<file path="src/rtl/an_scan_controller_if.sv">
// Digit-scan controller bus: snapshot handshake from the requester, display drive to the mux/anodes.
interface an_scan_controller_if;
    logic       enable;
    logic       upd_req;
    logic [3:0] Ones_in;
    logic [3:0] Tens_in;
    logic [3:0] Hundreds_in;
    logic [3:0] Letters_in;
    logic       upd_ack;
    logic [3:0] Ones;
    logic [3:0] Tens;
    logic [3:0] Hundreds;
    logic [3:0] Letters;
    logic [1:0] AN_SEL;
    logic [3:0] AN;
    logic       frame_tick;

    // Requester / display consumer side
    modport master (
        output enable, upd_req, Ones_in, Tens_in, Hundreds_in, Letters_in,
        input  upd_ack, Ones, Tens, Hundreds, Letters, AN_SEL, AN, frame_tick
    );

    // Scan controller side
    modport slave (
        input  enable, upd_req, Ones_in, Tens_in, Hundreds_in, Letters_in,
        output upd_ack, Ones, Tens, Hundreds, Letters, AN_SEL, AN, frame_tick
    );
endinterface

</file>
<file path="src/rtl/an_scan_controller.sv">
// Seven-segment digit scanner: slot prescaler, digit select, frame-coherent
// digit snapshot with req/ack loading, and leading-zero blanked anode drive.
module an_scan_controller #(
    parameter int unsigned REFRESH_DIV = 100000,
    parameter bit          BLANK_LZ    = 1'b1
) (
    input  logic                   clk,
    input  logic                   rst_n,
    an_scan_controller_if.slave    bus
);

    localparam int unsigned CNT_W = $clog2(REFRESH_DIV);
    localparam logic [CNT_W-1:0] CNT_MAX = CNT_W'(REFRESH_DIV - 1);

    logic [CNT_W-1:0] presc_q, presc_d;
    logic [1:0]       sel_q, sel_d;
    logic [3:0]       ones_q, ones_d;
    logic [3:0]       tens_q, tens_d;
    logic [3:0]       hund_q, hund_d;
    logic [3:0]       lett_q, lett_d;
    logic             ack_q, ack_d;
    logic             ft_q, ft_d;
    logic [3:0]       an_q, an_d;

    logic             slot_tick_c;
    logic             wrap_c;
    logic             load_c;

    // Slot/frame timing and snapshot load decision
    always_comb begin
        slot_tick_c = bus.enable && (presc_q == CNT_MAX);
        wrap_c      = slot_tick_c && (sel_q == 2'd3);
        // While dark, a request presets the digits immediately; while scanning, only at a frame wrap
        load_c      = bus.upd_req && (bus.enable ? wrap_c : 1'b1);
    end

    // Next-state for prescaler, digit select, snapshot and pulses
    always_comb begin
        presc_d = presc_q;
        sel_d   = sel_q;
        ones_d  = ones_q;
        tens_d  = tens_q;
        hund_d  = hund_q;
        lett_d  = lett_q;
        ack_d   = load_c;
        ft_d    = wrap_c;

        if (!bus.enable) begin
            presc_d = '0;
        end else if (slot_tick_c) begin
            presc_d = '0;
            sel_d   = sel_q + 2'd1;
        end else begin
            presc_d = presc_q + CNT_W'(1);
        end

        if (load_c) begin
            ones_d = bus.Ones_in;
            tens_d = bus.Tens_in;
            hund_d = bus.Hundreds_in;
            lett_d = bus.Letters_in;
        end
    end

    // Anode drive from next-state select and snapshot so anode and mux switch together
    always_comb begin
        an_d = 4'b1111;
        if (bus.enable) begin
            an_d = ~(4'b0001 << sel_d);
            if (BLANK_LZ) begin
                if ((sel_d == 2'd2) && (hund_d == 4'd0)) begin
                    an_d = 4'b1111;
                end
                if ((sel_d == 2'd1) && (hund_d == 4'd0) && (tens_d == 4'd0)) begin
                    an_d = 4'b1111;
                end
            end
        end
    end

    // State registers
    always_ff @(posedge clk or negedge rst_n) begin
        if (!rst_n) begin
            presc_q <= '0;
            sel_q   <= 2'd0;
            ones_q  <= 4'd0;
            tens_q  <= 4'd0;
            hund_q  <= 4'd0;
            lett_q  <= 4'd0;
            ack_q   <= 1'b0;
            ft_q    <= 1'b0;
            an_q    <= 4'b1111;
        end else begin
            presc_q <= presc_d;
            sel_q   <= sel_d;
            ones_q  <= ones_d;
            tens_q  <= tens_d;
            hund_q  <= hund_d;
            lett_q  <= lett_d;
            ack_q   <= ack_d;
            ft_q    <= ft_d;
            an_q    <= an_d;
        end
    end

    assign bus.upd_ack    = ack_q;
    assign bus.Ones       = ones_q;
    assign bus.Tens       = tens_q;
    assign bus.Hundreds   = hund_q;
    assign bus.Letters    = lett_q;
    assign bus.AN_SEL     = sel_q;
    assign bus.AN         = an_q;
    assign bus.frame_tick = ft_q;

endmodule

</file>
<file path="src/flat_wrapper.sv">
// flat-port wrapper written by rule: the top's interface ports become plain ports
module an_scan_controller_flat 
#(
    parameter int unsigned REFRESH_DIV = 100000,
    parameter bit          BLANK_LZ    = 1'b1
)
  (clk, rst_n, bus_enable, bus_upd_req, bus_Ones_in, bus_Tens_in, bus_Hundreds_in, bus_Letters_in, bus_upd_ack, bus_Ones, bus_Tens, bus_Hundreds, bus_Letters, bus_AN_SEL, bus_AN, bus_frame_tick);
  an_scan_controller_if bus_i ();
  input  logic clk;
  input  logic rst_n;
  input wire logic [$bits(bus_i.enable)-1:0] bus_enable;
  input wire logic [$bits(bus_i.upd_req)-1:0] bus_upd_req;
  input wire logic [$bits(bus_i.Ones_in)-1:0] bus_Ones_in;
  input wire logic [$bits(bus_i.Tens_in)-1:0] bus_Tens_in;
  input wire logic [$bits(bus_i.Hundreds_in)-1:0] bus_Hundreds_in;
  input wire logic [$bits(bus_i.Letters_in)-1:0] bus_Letters_in;
  output wire logic [$bits(bus_i.upd_ack)-1:0] bus_upd_ack;
  output wire logic [$bits(bus_i.Ones)-1:0] bus_Ones;
  output wire logic [$bits(bus_i.Tens)-1:0] bus_Tens;
  output wire logic [$bits(bus_i.Hundreds)-1:0] bus_Hundreds;
  output wire logic [$bits(bus_i.Letters)-1:0] bus_Letters;
  output wire logic [$bits(bus_i.AN_SEL)-1:0] bus_AN_SEL;
  output wire logic [$bits(bus_i.AN)-1:0] bus_AN;
  output wire logic [$bits(bus_i.frame_tick)-1:0] bus_frame_tick;
  assign bus_i.enable = bus_enable;
  assign bus_i.upd_req = bus_upd_req;
  assign bus_i.Ones_in = bus_Ones_in;
  assign bus_i.Tens_in = bus_Tens_in;
  assign bus_i.Hundreds_in = bus_Hundreds_in;
  assign bus_i.Letters_in = bus_Letters_in;
  assign bus_upd_ack = bus_i.upd_ack;
  assign bus_Ones = bus_i.Ones;
  assign bus_Tens = bus_i.Tens;
  assign bus_Hundreds = bus_i.Hundreds;
  assign bus_Letters = bus_i.Letters;
  assign bus_AN_SEL = bus_i.AN_SEL;
  assign bus_AN = bus_i.AN;
  assign bus_frame_tick = bus_i.frame_tick;
  an_scan_controller #(.REFRESH_DIV(REFRESH_DIV), .BLANK_LZ(BLANK_LZ)) u_core (.clk(clk), .rst_n(rst_n), .bus(bus_i));
endmodule
</file>
<file path="config.mk">
export PLATFORM = sky130hd
export DESIGN_NAME = an_scan_controller_flat
export DESIGN_NICKNAME = d
export VERILOG_FILES = /design/src/rtl/an_scan_controller_if.sv /design/src/rtl/an_scan_controller.sv /design/src/flat_wrapper.sv
export SDC_FILE = /design/constraint.sdc
export NUM_CORES = 1
export LEC_CHECK = 0
export CORE_MARGIN = 3
export CORE_UTILIZATION = 45
export CTS_BUF_LIST = sky130_fd_sc_hd__clkbuf_4
export CTS_CLUSTER_SIZE = 16
export DETAILED_ROUTE_END_ITERATION = 6
export PLACE_DENSITY = 0.75
export SETUP_SLACK_MARGIN = 0.5
export SYNTH_ARGS = -nofsm -noshare
export SYNTH_HDL_FRONTEND = slang
export SYNTH_SLANG_ARGS = --single-unit
</file>
<file path="constraint.sdc">
create_clock -name clk -period 3 [get_ports clk]
set_input_delay 0.45 -clock clk [delete_from_list [all_inputs] [get_ports clk]]
set_output_delay 0.45 -clock clk [all_outputs]
set_load 0.01 [all_outputs]
</file>
==> run_results.csv <==
group,metric,value,unit
power,ir_drop,0.000315,V
clocking,ctsResizeCount,0,
detailed_routing,post-route-drc-count,0,
grt,grt_pass1_wl,6530,µm
grt,grt_pass1_vias,1435,
sta,fin_crit_sh,0.745,
synthesis,async_flop_share,1.00,
power,power_density,490,nW/µm²
detailed_routing,vias,1429,
sta,fin_worst_skew,9.51,ps
clocking,worstSkewPairLatency,340,ps
sta,slew-limit-headroom,0.416,
cells_and_area,final_util,0.611,
clocking,post_cts_hold_buffer_count,0,
setup_path,cpPeakStageDelay,540,ps
synthesis,synthMuxAreaShare,0.110,
setup_path,crit_family,"compound AO/OA/AOI/OAI gates",
grt,grt_max_degree,42,
placement,place_inst,255,
cells_and_area,nets,234,
synthesis,avgSynthCellArea,11.6,µm²
setup_path,cp-end-kind,"flip-flop",
sta,hold_viol_final,0,
die,fp.dieW,71.5,µm
synthesis,ys_seq_area_frac,0.533,
sta,period_needed,2240,ps
synthesis,ys_warn_count,0,
cells_and_area,antenna_cells,0,
sta,tns,0,ps
grt,gr-total-overflow,0,
job,cap_viol_max_count,0,
die,initial_core_util,0.473,
detailed_routing,vias_per_cell,5.43,
clocking,cts_tree,"done",
die,coreArea,4090,µm²
grt,antenna_found_initial,0,
detailed_routing,wl_per_cell,14.5,µm
die,die_area,5120,µm²
detailed_routing,wirelength,3820,µm
sta,worst_pin_slew,876,ps
die,die_y,71.5,µm
clocking,clk_pin_slew_worst_paths,120,ps
grt,track_usage,0.163,
sta,max_freq,447,MHz
synthesis,synth_edf_count,0,
setup_path,critPathSlowestCell,"o21ai_4",
synthesis,syn_inst,167,
placement,place_congestion,0.792,
synthesis,synth_xor_area_frac,0.0498,
cells_and_area,final_cells,263,
sta,setup_ws,764,ps
cells_and_area,area_growth_syn_to_layout,29.2,%
cells_and_area,nFillCells,320,
cells_and_area,drive_above_1_share,0.197,
synthesis,synth_top_family_by_area,"simple AND/OR/NAND/NOR gates",
setup_path,setup.worst_path.start_class,"flip-flop",
placement,dpl_cell_area,2390,µm²
synthesis,syn_nets,189,
clocking,htree_levels,2,
die,fp-row-count,23,
setup_path,critPathArrivalTime,2470,ps
sta,rsz0062_at_grt,"no",
setup_path,critPathMaxFanout,17,
setup_path,rrSetupSlack,760,ps
synthesis,syn_area,1930,µm²
run_status,status,"finished clean",
setup_path,worstPathCellList,"ha_1 -> and4_2 -> nand4_2 -> o21ai_4 -> mux2_2",
setup_path,worstPathRequired,3230,ps
sta,setup_violations,0,
cells_and_area,design_area,2500,µm²
hold_path,hp-class,"input pin to asynchronous set/reset pin",
detailed_routing,wl_met3,260,µm
detailed_routing,wl_met2,1760,µm
placement,io_buffers,43,
synthesis,yosys.area_share.simple,0.219,
setup_path,worst-setup-path-type,"flip-flop to flip-flop",
detailed_routing,wl_met1,1750,µm
detailed_routing,dr.pass1.iters,4,
clocking,cts_setup_buffers,0,
placement,pre_cts_ws,770,ps
setup_path,path_buf_inv,0,
detailed_routing,drt_iter0_markers,123,
clocking,cts.sinks,41,
synthesis,synth_seq_cells,41,
detailed_routing,drtAntennaViolNets,0,
clocking,ctsLongestPathBuffers,2,
clocking,cts_root_buf,"clkbuf_4",
die,ios,44,
power,power_leakage,0.984,nW
detailed_routing,highest_layer,"met4",
clocking,cts_inserted_buffers,5,
synthesis,synth_ff_type,"dfrtp_1",
placement,hpwlAfterDp,2770,µm
synthesis,synth_compound_area_frac,0.0537,
synthesis,synth_fa_ha_area_frac,0.0129,
sta,slew_viol_final,0,
synthesis,synth_cell_types,36,
==> cells in the mapped netlist, drive strengths merged (2+ instances only) <==
| library cell | number | area share |
|---|---|---|
| ha | 2 | 0.013 |
| nand4 | 3 | 0.013 |
| o21ai | 10 | 0.032 |
| or3 | 5 | 0.016 |
| and2 | 2 | 0.0065 |
| mux2 | 18 | 0.10 |
| a21oi | 5 | 0.013 |
| nand2 | 9 | 0.017 |
| nand3 | 7 | 0.025 |
| nand2b | 3 | 0.0097 |
| nor4 | 6 | 0.019 |
| and4bb | 2 | 0.013 |
| xor2 | 2 | 0.0091 |
| xnor2 | 9 | 0.041 |
| clkbuf | 4 | 0.0078 |
| inv | 4 | 0.0078 |
| dfrtp | 37 | 0.48 |
| dfstp | 4 | 0.054 |
| or4 | 3 | 0.016 |
| nor3 | 4 | 0.010 |
| nor2 | 12 | 0.023 |
| o2111ai | 2 | 0.0091 |
| and4 | 2 | 0.0097 |
| nor3b | 2 | 0.0078 |
| and3 | 4 | 0.013 |
==> layer usage <==
| layer | GRT usage | vias to the layer above |
|---|---|---|
| met5 | 0 | - |
| met4 | 0.0376 | 0 |
| met3 | 0.0659 | 5 |
| met2 | 0.264 | 38 |
| met1 | 0.206 | 693 |
| li1 | - | 693 |
==> worst register-to-register path: cells and delay by family, from the launching register on <==
kind            cells  cell delay [ps]
mux                 1              400
simple gates        2              500
flops               1              420
fa+ha+maj           1              260
compound gates      1              540
==> power by group <==
part	total (mW)	internal, mW	switching, mW
Sequential	0.616	0.590	0.0268
Clock	0.433	0.258	0.175
Combinational	0.174	0.108	0.0664
==> registers in the layout, indices dropped and copies added (netlist names) <==
signal                 cells
u_core.bus.AN              4
u_core.bus.AN_SEL          2
u_core.bus.Hundreds        4
u_core.bus.Letters         4
u_core.bus.Ones            4
u_core.bus.Tens            4
u_core.bus.frame_tick      1
u_core.bus.upd_ack         1
u_core.presc_q            17
==> path summary, 6_finish.rpt <==
path | depth (start not counted) | end | from
max | 5 | u_core.bus.Ones[1]$_DFFE_PN0N_ | u_core.presc_q[0]$_DFF_PN0_
min | 1 | u_core.presc_q[1]$_DFF_PN0_ | rst_n
max reg2reg | 5 | u_core.bus.Ones[1]$_DFFE_PN0N_ | u_core.presc_q[0]$_DFF_PN0_
min reg2reg | 1 | u_core.bus.Letters[1]$_DFFE_PN0N_ | u_core.bus.Letters[1]$_DFFE_PN0N_
max in group asynchronous | 1 | u_core.presc_q[0]$_DFF_PN0_ | rst_n
min in group clk | 1 | u_core.bus.Letters[1]$_DFFE_PN0N_ | u_core.bus.Letters[1]$_DFFE_PN0N_
==> logic make-up (layout without fill, tap and decap cells) <==
group / Yosys count / after routing
buf+inv: 9 / 55
xor+xnor: 11 / 11
compound gates: 17 / 17
simple gates: 68 / 68
fa+ha+maj: 2 / 2
flops: 41 / 41
mux: 19 / 19
==> layout make-up <==
class,instances,area [µm²],share of cell area
inverters,4,15.0,0.00601
clock inverters,3,65.1,0.0261
repair buffers,43,425,0.170
flip-flops and latches,41,1030,0.413
clock buffers,5,37.5,0.0150
well taps,50,62.6,0.0251
multi-input cells,117,861,0.345
==> layout by cell type, fill, tap and decap left out, drive strengths merged, types with 4 or more instances in the layout <==
master | synthesis | routed
clkdlybuf4s50 | 0 | 42
dfrtp | 37 | 37
mux2 | 18 | 18
nor2 | 12 | 12
o21ai | 10 | 10
nand2 | 9 | 9
xnor2 | 9 | 9
nand3 | 7 | 7
nor4 | 6 | 6
or3 | 5 | 5
a21oi | 5 | 5
clkbuf | 4 | 5
and3 | 4 | 4
nor3 | 4 | 4
inv | 4 | 4
dfstp | 4 | 4
==> stage by stage <==
step,hold WS [ps],power (mW)
global route,261,1.28
finish,211,1.22
detailed placement,496,0.803
floorplan,154,0.687
CTS,230,1.24
global placement,490,0.798
(Power assumes the default switching activity.)
